`src/rtl/vidstream_tx.sv`:
```
// Raster pixel-stream transmitter: walks a frame store row-major and emits VIDOUT,
// blanking and active-low syncs alongside a divided, registered pixel clock MCKF.
module vidstream_tx #(
  parameter int CLK_DIV      = 14,
  parameter int H_ACTIVE     = 336,
  parameter int H_TOTAL      = 456,
  parameter int V_ACTIVE     = 240,
  parameter int V_TOTAL      = 262,
  parameter int H_SYNC_START = 352,
  parameter int H_SYNC_LEN   = 32,
  parameter int V_SYNC_START = 245,
  parameter int V_SYNC_LEN   = 3
) (
  input  logic        CLOCK_100,
  input  logic        reset,
  input  logic        enable,
  output logic        fb_rd,
  output logic [16:0] fb_addr,
  input  logic [15:0] fb_data,
  output logic [15:0] VIDOUT,
  output logic        MCKF,
  output logic        VIDBLANK_b,
  output logic        HSYNC_b,
  output logic        VSYNC_b,
  output logic        frame_start,
  output logic [1:0]  dbg_state
);

  localparam logic [1:0] S_IDLE  = 2'd0;
  localparam logic [1:0] S_PRIME = 2'd1;
  localparam logic [1:0] S_RUN   = 2'd2;

  localparam logic [7:0]  DIV_LAST  = 8'(CLK_DIV - 1);
  localparam logic [7:0]  DIV_HALF  = 8'(CLK_DIV / 2);
  localparam logic [9:0]  H_LAST    = 10'(H_TOTAL - 1);
  localparam logic [9:0]  V_LAST    = 10'(V_TOTAL - 1);
  localparam logic [9:0]  H_ACT     = 10'(H_ACTIVE);
  localparam logic [9:0]  V_ACT     = 10'(V_ACTIVE);
  localparam logic [9:0]  HS_LO     = 10'(H_SYNC_START);
  localparam logic [9:0]  HS_HI     = 10'(H_SYNC_START + H_SYNC_LEN);
  localparam logic [9:0]  VS_LO     = 10'(V_SYNC_START);
  localparam logic [9:0]  VS_HI     = 10'(V_SYNC_START + V_SYNC_LEN);
  localparam logic [16:0] ADDR_LAST = 17'(H_ACTIVE * V_ACTIVE - 1);

  logic [1:0]  state_q, state_d;
  logic [7:0]  div_cnt_q, div_cnt_d;
  logic [9:0]  h_cnt_q, h_cnt_d;
  logic [9:0]  v_cnt_q, v_cnt_d;
  logic [16:0] addr_cnt_q, addr_cnt_d;
  logic [15:0] pix_buf_q, pix_buf_d;
  logic        fb_rd_q, fb_rd_d;
  logic [16:0] fb_addr_q, fb_addr_d;
  logic [15:0] vidout_q, vidout_d;
  logic        mckf_q, mckf_d;
  logic        blank_b_q, blank_b_d;
  logic        hsync_b_q, hsync_b_d;
  logic        vsync_b_q, vsync_b_d;
  logic        frame_start_q, frame_start_d;
  logic        running, active, fetch, present;

  always_comb begin
    state_d       = state_q;
    div_cnt_d     = div_cnt_q;
    h_cnt_d       = h_cnt_q;
    v_cnt_d       = v_cnt_q;
    addr_cnt_d    = addr_cnt_q;
    pix_buf_d     = pix_buf_q;
    fb_rd_d       = 1'b0;
    fb_addr_d     = fb_addr_q;
    vidout_d      = vidout_q;
    blank_b_d     = blank_b_q;
    hsync_b_d     = hsync_b_q;
    vsync_b_d     = vsync_b_q;
    frame_start_d = 1'b0;

    case (state_q)
      S_IDLE: if (enable) state_d = S_PRIME;
      S_PRIME, S_RUN: begin
        if (!enable) begin
          state_d = S_IDLE;
        end else if (div_cnt_q == DIV_LAST) begin
          state_d   = S_RUN;
          div_cnt_d = 8'd0;
          if (h_cnt_q == H_LAST) begin
            h_cnt_d = 10'd0;
            v_cnt_d = (v_cnt_q == V_LAST) ? 10'd0 : v_cnt_q + 10'd1;
          end else begin
            h_cnt_d = h_cnt_q + 10'd1;
          end
        end else begin
          div_cnt_d = div_cnt_q + 8'd1;
        end
      end
      default: state_d = S_IDLE;
    endcase

    running = (state_d != S_IDLE);
    if (!running) begin
      div_cnt_d  = 8'd0;
      h_cnt_d    = 10'd0;
      v_cnt_d    = 10'd0;
      addr_cnt_d = 17'd0;
    end

    // Outputs are registered from the next-cycle counters, so each phase
    // event is visible on the cycle whose div_cnt equals that phase.
    active  = (h_cnt_d < H_ACT) && (v_cnt_d < V_ACT);
    fetch   = running && (div_cnt_d == 8'd1) && active;
    present = running && (div_cnt_d == DIV_HALF);

    if (fetch) begin
      fb_rd_d    = 1'b1;
      fb_addr_d  = addr_cnt_q;
      addr_cnt_d = (addr_cnt_q == ADDR_LAST) ? 17'd0 : addr_cnt_q + 17'd1;
    end

    // fb_data is valid on the cycle after the fb_rd cycle, i.e. at phase 2.
    if (state_q != S_IDLE && div_cnt_q == 8'd2) pix_buf_d = fb_data;

    if (present) begin
      vidout_d      = active ? pix_buf_q : 16'd0;
      blank_b_d     = active;
      hsync_b_d     = !((h_cnt_d >= HS_LO) && (h_cnt_d < HS_HI));
      vsync_b_d     = !((v_cnt_d >= VS_LO) && (v_cnt_d < VS_HI));
      frame_start_d = (h_cnt_d == 10'd0) && (v_cnt_d == 10'd0);
    end

    mckf_d = (state_d == S_RUN) && (div_cnt_d < DIV_HALF);

    if (!running) begin
      fb_addr_d = 17'd0;
      vidout_d  = 16'd0;
      blank_b_d = 1'b0;
      hsync_b_d = 1'b1;
      vsync_b_d = 1'b1;
    end
  end

  always_ff @(posedge CLOCK_100) begin
    if (reset) begin
      state_q       <= S_IDLE;
      div_cnt_q     <= 8'd0;
      h_cnt_q       <= 10'd0;
      v_cnt_q       <= 10'd0;
      addr_cnt_q    <= 17'd0;
      pix_buf_q     <= 16'd0;
      fb_rd_q       <= 1'b0;
      fb_addr_q     <= 17'd0;
      vidout_q      <= 16'd0;
      mckf_q        <= 1'b0;
      blank_b_q     <= 1'b0;
      hsync_b_q     <= 1'b1;
      vsync_b_q     <= 1'b1;
      frame_start_q <= 1'b0;
    end else begin
      state_q       <= state_d;
      div_cnt_q     <= div_cnt_d;
      h_cnt_q       <= h_cnt_d;
      v_cnt_q       <= v_cnt_d;
      addr_cnt_q    <= addr_cnt_d;
      pix_buf_q     <= pix_buf_d;
      fb_rd_q       <= fb_rd_d;
      fb_addr_q     <= fb_addr_d;
      vidout_q      <= vidout_d;
      mckf_q        <= mckf_d;
      blank_b_q     <= blank_b_d;
      hsync_b_q     <= hsync_b_d;
      vsync_b_q     <= vsync_b_d;
      frame_start_q <= frame_start_d;
    end
  end

  assign fb_rd       = fb_rd_q;
  assign fb_addr     = fb_addr_q;
  assign VIDOUT      = vidout_q;
  assign MCKF        = mckf_q;
  assign VIDBLANK_b  = blank_b_q;
  assign HSYNC_b     = hsync_b_q;
  assign VSYNC_b     = vsync_b_q;
  assign frame_start = frame_start_q;
  assign dbg_state   = state_q;

endmodule

```
`config.mk`:
```
export PLATFORM = sky130hd
export DESIGN_NAME = vidstream_tx
export DESIGN_NICKNAME = d
export VERILOG_FILES = /design/src/rtl/vidstream_tx.sv
export SDC_FILE = /design/constraint.sdc
export NUM_CORES = 1
export LEC_CHECK = 0
export ABC_AREA = 1
export BUFFER_PORTS_ARGS = -buffer_cell sky130_fd_sc_hd__buf_2
export CORE_MARGIN = 1.5
export CORE_UTILIZATION = 40
export DETAILED_ROUTE_END_ITERATION = 7
export PLACE_DENSITY = 0.65
export SKIP_CTS_REPAIR_TIMING = 1
export SYNTH_ARGS = -nofsm -noshare
export SYNTH_HDL_FRONTEND = slang
export SYNTH_SLANG_ARGS = --single-unit
```
`constraint.sdc`:
```
create_clock -name CLOCK_100 -period 6.3 [get_ports CLOCK_100]
set_clock_uncertainty 0.1 [all_clocks]
set_input_delay 0.945 -clock CLOCK_100 [delete_from_list [all_inputs] [get_ports CLOCK_100]]
set_output_delay 0.945 -clock CLOCK_100 [all_outputs]
set_load 0.005 [all_outputs]
```
==> impl_results.html <==
<table>
<tr><th>Metric</th><th>Value</th></tr>
<tr><th colspan="2">Detailed routing</th></tr>
<tr><td>Post-detailed-route wirelength per cell</td><td>approximately 13 um</td></tr>
<tr><td>Final routed wirelength across all metal layers</td><td>~12 mm</td></tr>
<tr><td>Total number of vias</td><td>~4.8k</td></tr>
<tr><td>Residual DRC</td><td>0</td></tr>
<tr><td>Detailed Routing Iterations Pass 1</td><td>7</td></tr>
<tr><td>Number of routed nets with antenna violations</td><td>0</td></tr>
<tr><td>Drt initial violations</td><td>349</td></tr>
<tr><td>Detailed-route vias per instance</td><td>4.93</td></tr>
<tr><th colspan="2">Yosys</th></tr>
<tr><td>Post-synthesis register bit count</td><td>102</td></tr>
<tr><td>Unique cell type count in the Yosys netlist</td><td>38</td></tr>
<tr><td>Synthesized instance count</td><td>764</td></tr>
<tr><td>Cell type with the highest aggregate area in the netlist</td><td>dfxtp_1</td></tr>
<tr><td>Synth Area per Inst</td><td>6.88 um^2</td></tr>
<tr><td>Cell area after synthesis</td><td>approximately 5300 um^2</td></tr>
<tr><td>Number of warning messages in the yosys log</td><td>0</td></tr>
<tr><td>Syn nets</td><td>792</td></tr>
<tr><td>Fraction of post-synthesis cell area in the top cell type by area</td><td>between 30% and 40%</td></tr>
<tr><td>Sequential cell area fraction in the yosys report</td><td>between 30% and 40%</td></tr>
<tr><td>Cell types occupying the most area after synthesis</td><td>dfxtp_1, nor2_1, nand2_1</td></tr>
<tr><th colspan="2">Clock network</th></tr>
<tr><td>H-tree depth</td><td>3</td></tr>
<tr><td>Clock slew seen by the registers of the worst setup and hold paths</td><td>approximately 0.07 ns</td></tr>
<tr><td>CTS tree</td><td>yes</td></tr>
<tr><td>Master cell of the clock root buffer</td><td>clkbuf_16</td></tr>
<tr><td>Total clock buffers created by CTS</td><td>9</td></tr>
<tr><td>Latest clock arrival within the worst-skew pair</td><td>approximately 0.36 ns</td></tr>
<tr><td>Clock Tree Buf Depth</td><td>2</td></tr>
<tr><td>CTS sink count</td><td>a little over 100</td></tr>
<tr><th colspan="2">Cells and area</th></tr>
<tr><td>Number of diodes</td><td>0</td></tr>
<tr><td>Synth-to-Final Area Change</td><td>11.9%</td></tr>
<tr><td>Fill cell instance count of the final layout</td><td>~1.4k</td></tr>
<tr><td>Share of post-route cells with drive strength above 1</td><td>approximately 14%</td></tr>
<tr><td>Multi-input logic area</td><td>~2700 um^2</td></tr>
<tr><td>Net count reported at finish</td><td>832</td></tr>
<tr><td>Cell area after layout</td><td>around 5900 um^2</td></tr>
<tr><td>Storage cell area</td><td>~2000 um^2</td></tr>
<tr><td>Most common cell after layout, fill and taps aside</td><td>nor2_1</td></tr>
<tr><td>Top library cells by usage in the layout, fill and taps aside</td><td>nor2_1, nand2_1, dfxtp_1, nand3_1, inv_1</td></tr>
<tr><th colspan="2">Floorplan</th></tr>
<tr><td>Placeable core region</td><td>around 13,000 um^2</td></tr>
<tr><td>Number of primary I/O pins</td><td>60</td></tr>
<tr><td>Die width</td><td>about 120 um</td></tr>
<tr><td>Full die area</td><td>roughly 14,000 um^2</td></tr>
<tr><td>Core Rows</td><td>41</td></tr>
<tr><td>Effective utilization at floorplan</td><td>between 40% and 50%</td></tr>
<tr><td>Die H</td><td>118 um</td></tr>
<tr><th colspan="2">Power and ir drop</th></tr>
<tr><td>Total power density per cell area</td><td>215 nW/um^2</td></tr>
<tr><td>Total leakage power</td><td>2.42 nW</td></tr>
<tr><td>Maximum VDD drop</td><td>~150 uV</td></tr>
<tr><th colspan="2">Placed design</th></tr>
<tr><td>Port-buffer cells</td><td>a little under 60</td></tr>
<tr><td>Placed cell area</td><td>around 5600 um^2</td></tr>
<tr><td>Routability Congestion</td><td>around 0.9</td></tr>
<tr><td>Detailed placement HPWL</td><td>slightly below 9 mm</td></tr>
<tr><th colspan="2">Timing</th></tr>
<tr><td>Final critical delay including setup and external delays</td><td>3.86 ns</td></tr>
<tr><td>Setup TNS Final</td><td>0 ns</td></tr>
<tr><td>Timing-limited maximum frequency</td><td>259 MHz</td></tr>
<tr><td>Number of pins with negative max-slew slack in the final report</td><td>0</td></tr>
<tr><td>RSZ-0062 raised after global routing</td><td>false</td></tr>
<tr><td>Transition at the pin with the smallest max-transition slack</td><td>between 0.8 and 0.9 ns</td></tr>
<tr><td>Final critical-path share of the clock period</td><td>61.2%</td></tr>
<tr><td>Relative max-transition margin</td><td>42.9%</td></tr>
<tr><td>Final number of setup-violating endpoints</td><td>0</td></tr>
<tr><td>Fin. Hold Viols</td><td>0</td></tr>
<tr><th colspan="2">Job</th></tr>
<tr><td>Max-capacitance violation count</td><td>0</td></tr>
<tr><th colspan="2">GRT</th></tr>
<tr><td>Total routing resource utilization after global routing</td><td>a little under a fifth</td></tr>
<tr><td>Initial antenna violation count</td><td>0</td></tr>
<tr><td>Wire length of the first global-routing pass</td><td>around 22 mm</td></tr>
<tr><td>Largest net degree at the start of global routing</td><td>43</td></tr>
<tr><td>Overflow left after global routing</td><td>0</td></tr>
<tr><td>Number of global-route vias before repair</td><td>between 4k and 5k</td></tr>
<tr><th colspan="2">Critical path</th></tr>
<tr><td>Worst Setup Path Type</td><td>reg2reg</td></tr>
<tr><td>Worst setup EP type</td><td>register</td></tr>
<tr><td>Required @ worst endpoint</td><td>roughly 6.5 ns</td></tr>
<tr><td>Startpoint Class</td><td>register</td></tr>
<tr><td>Arrival time reported for the critical path endpoint</td><td>between 4 and 5 ns</td></tr>
<tr><td>Maximum fanout count along the critical path</td><td>42</td></tr>
<tr><th colspan="2">Hold path</th></tr>
<tr><td>Type of the tightest min-delay check</td><td>reg2reg</td></tr>
<tr><th colspan="2">Status</th></tr>
<tr><td>Status</td><td>complete, no violations</td></tr>
</table>
-- per-layer routing --
layer	share of wire, %	up-vias	wire [um]	track usage (%)
met5	0	-	0	0
met4	2.0	0	246	7.62
met3	6.4	17	796	5.38
met2	43	133	5340	29.4
met1	48	2106	6000	25.1
li1	-	2584	-	-
-- Yosys cell counts (all sizes together) --
cell type,n
o31ai,1
o21bai,2
dfxtp,102
nand3b,9
nor3,9
or2,2
xor2,5
a21oi,61
o21ai,48
inv,83
o32ai,1
and2,1
o22ai,4
clkbuf,12
nor4,3
buf,20
ha,9
nor3b,1
nand3,92
nor2,137
xnor2,5
nand2,137
nand4,20
-- kinds of logic after synthesis --
family                     count (synthesis)  synth area share [%]
and+or+nand+nor                          411                  36.2
AOI/OAI and AO/OA                        117                  11.6
buffers and inverters                    115                  9.59
DFF                                      102                  38.8
xor gates and xnor gates                  10                  1.67
adders and majority gates                  9                  2.14
-- final timing paths --
| path | startpoint | endpoint | slack (ns) | cells past startpoint |
|---|---|---|---|---|
| max | dbg_state[0] | fb_addr[14] | 2.44 | 16 |
| max reg2reg | dbg_state[0] | fb_addr[14] | 2.44 | 16 |
| min reg2reg | VIDOUT[8] | VIDOUT[8] | 0.36 | 2 |
| min | VIDOUT[8] | VIDOUT[8] | 0.36 | 2 |
-- worst max-delay path: stages, from the launching register on --
cell,delay (ns)
dfxtp_1,0.38
inv_1,0.07
ha_1,0.38
nand2_2,0.15
inv_2,0.21
nand2_2,0.22
nand2_1,0.13
nand2_2,0.08
nand2_4,0.39
inv_2,0.10
nor2_1,0.10
nand4_1,0.13
nor2_4,0.44
nand3_4,0.40
inv_4,0.30
nor2_1,0.06
nor2_1,0.11
-- power by group --
group | total, mW | switching [mW] | leakage, nW | internal [mW]
logic | 0.0757 | 0.0546 | 1.46 | 0.0211
registers | 0.653 | 0.00353 | 0.822 | 0.649
clock network | 0.534 | 0.260 | 0.135 | 0.274
-- state kept, by name, summed over array words and instances (netlist names) --
| name | cells |
|---|---|
| addr_cnt_q | 17 |
| MCKF | 1 |
| frame_start | 1 |
| VSYNC_b | 1 |
| fb_rd | 1 |
| div_cnt_q | 8 |
| pix_buf_q | 16 |
| h_cnt_q | 10 |
| v_cnt_q | 10 |
| fb_addr | 17 |
| VIDBLANK_b | 1 |
| VIDOUT | 16 |
| dbg_state | 2 |
| HSYNC_b | 1 |
-- through the flow --
stage | util, % | instances | hold WS (ns) | power (mW) | setup slack, ns
2_1_floorplan | - | 764 | 0.354 | 0.726 | 3.59
3_3_place_gp | 44.0 | 965 | 0.351 | 0.744 | 2.24
3_5_place_dp | 44.0 | 965 | 0.356 | 0.745 | 2.19
4_1_cts | 46.2 | 981 | 0.367 | 1.28 | 2.38
5_1_grt | 46.2 | 981 | 0.380 | 1.31 | 2.01
6_report | 46.2 | 981 | 0.363 | 1.26 | 2.44
-- layout make-up --
cell class                      count  area share, %
Multi-Input combinational cell    547           46.2
Sequential cell                   102           34.7
Inverter                           83           5.34
Timing Repair Buffer               61           5.28
Clock buffer                       10           3.89
Tap cell                          172           3.66
Clock inverter                      6          0.915
Note: power is estimated with default switching activity, not from simulation.
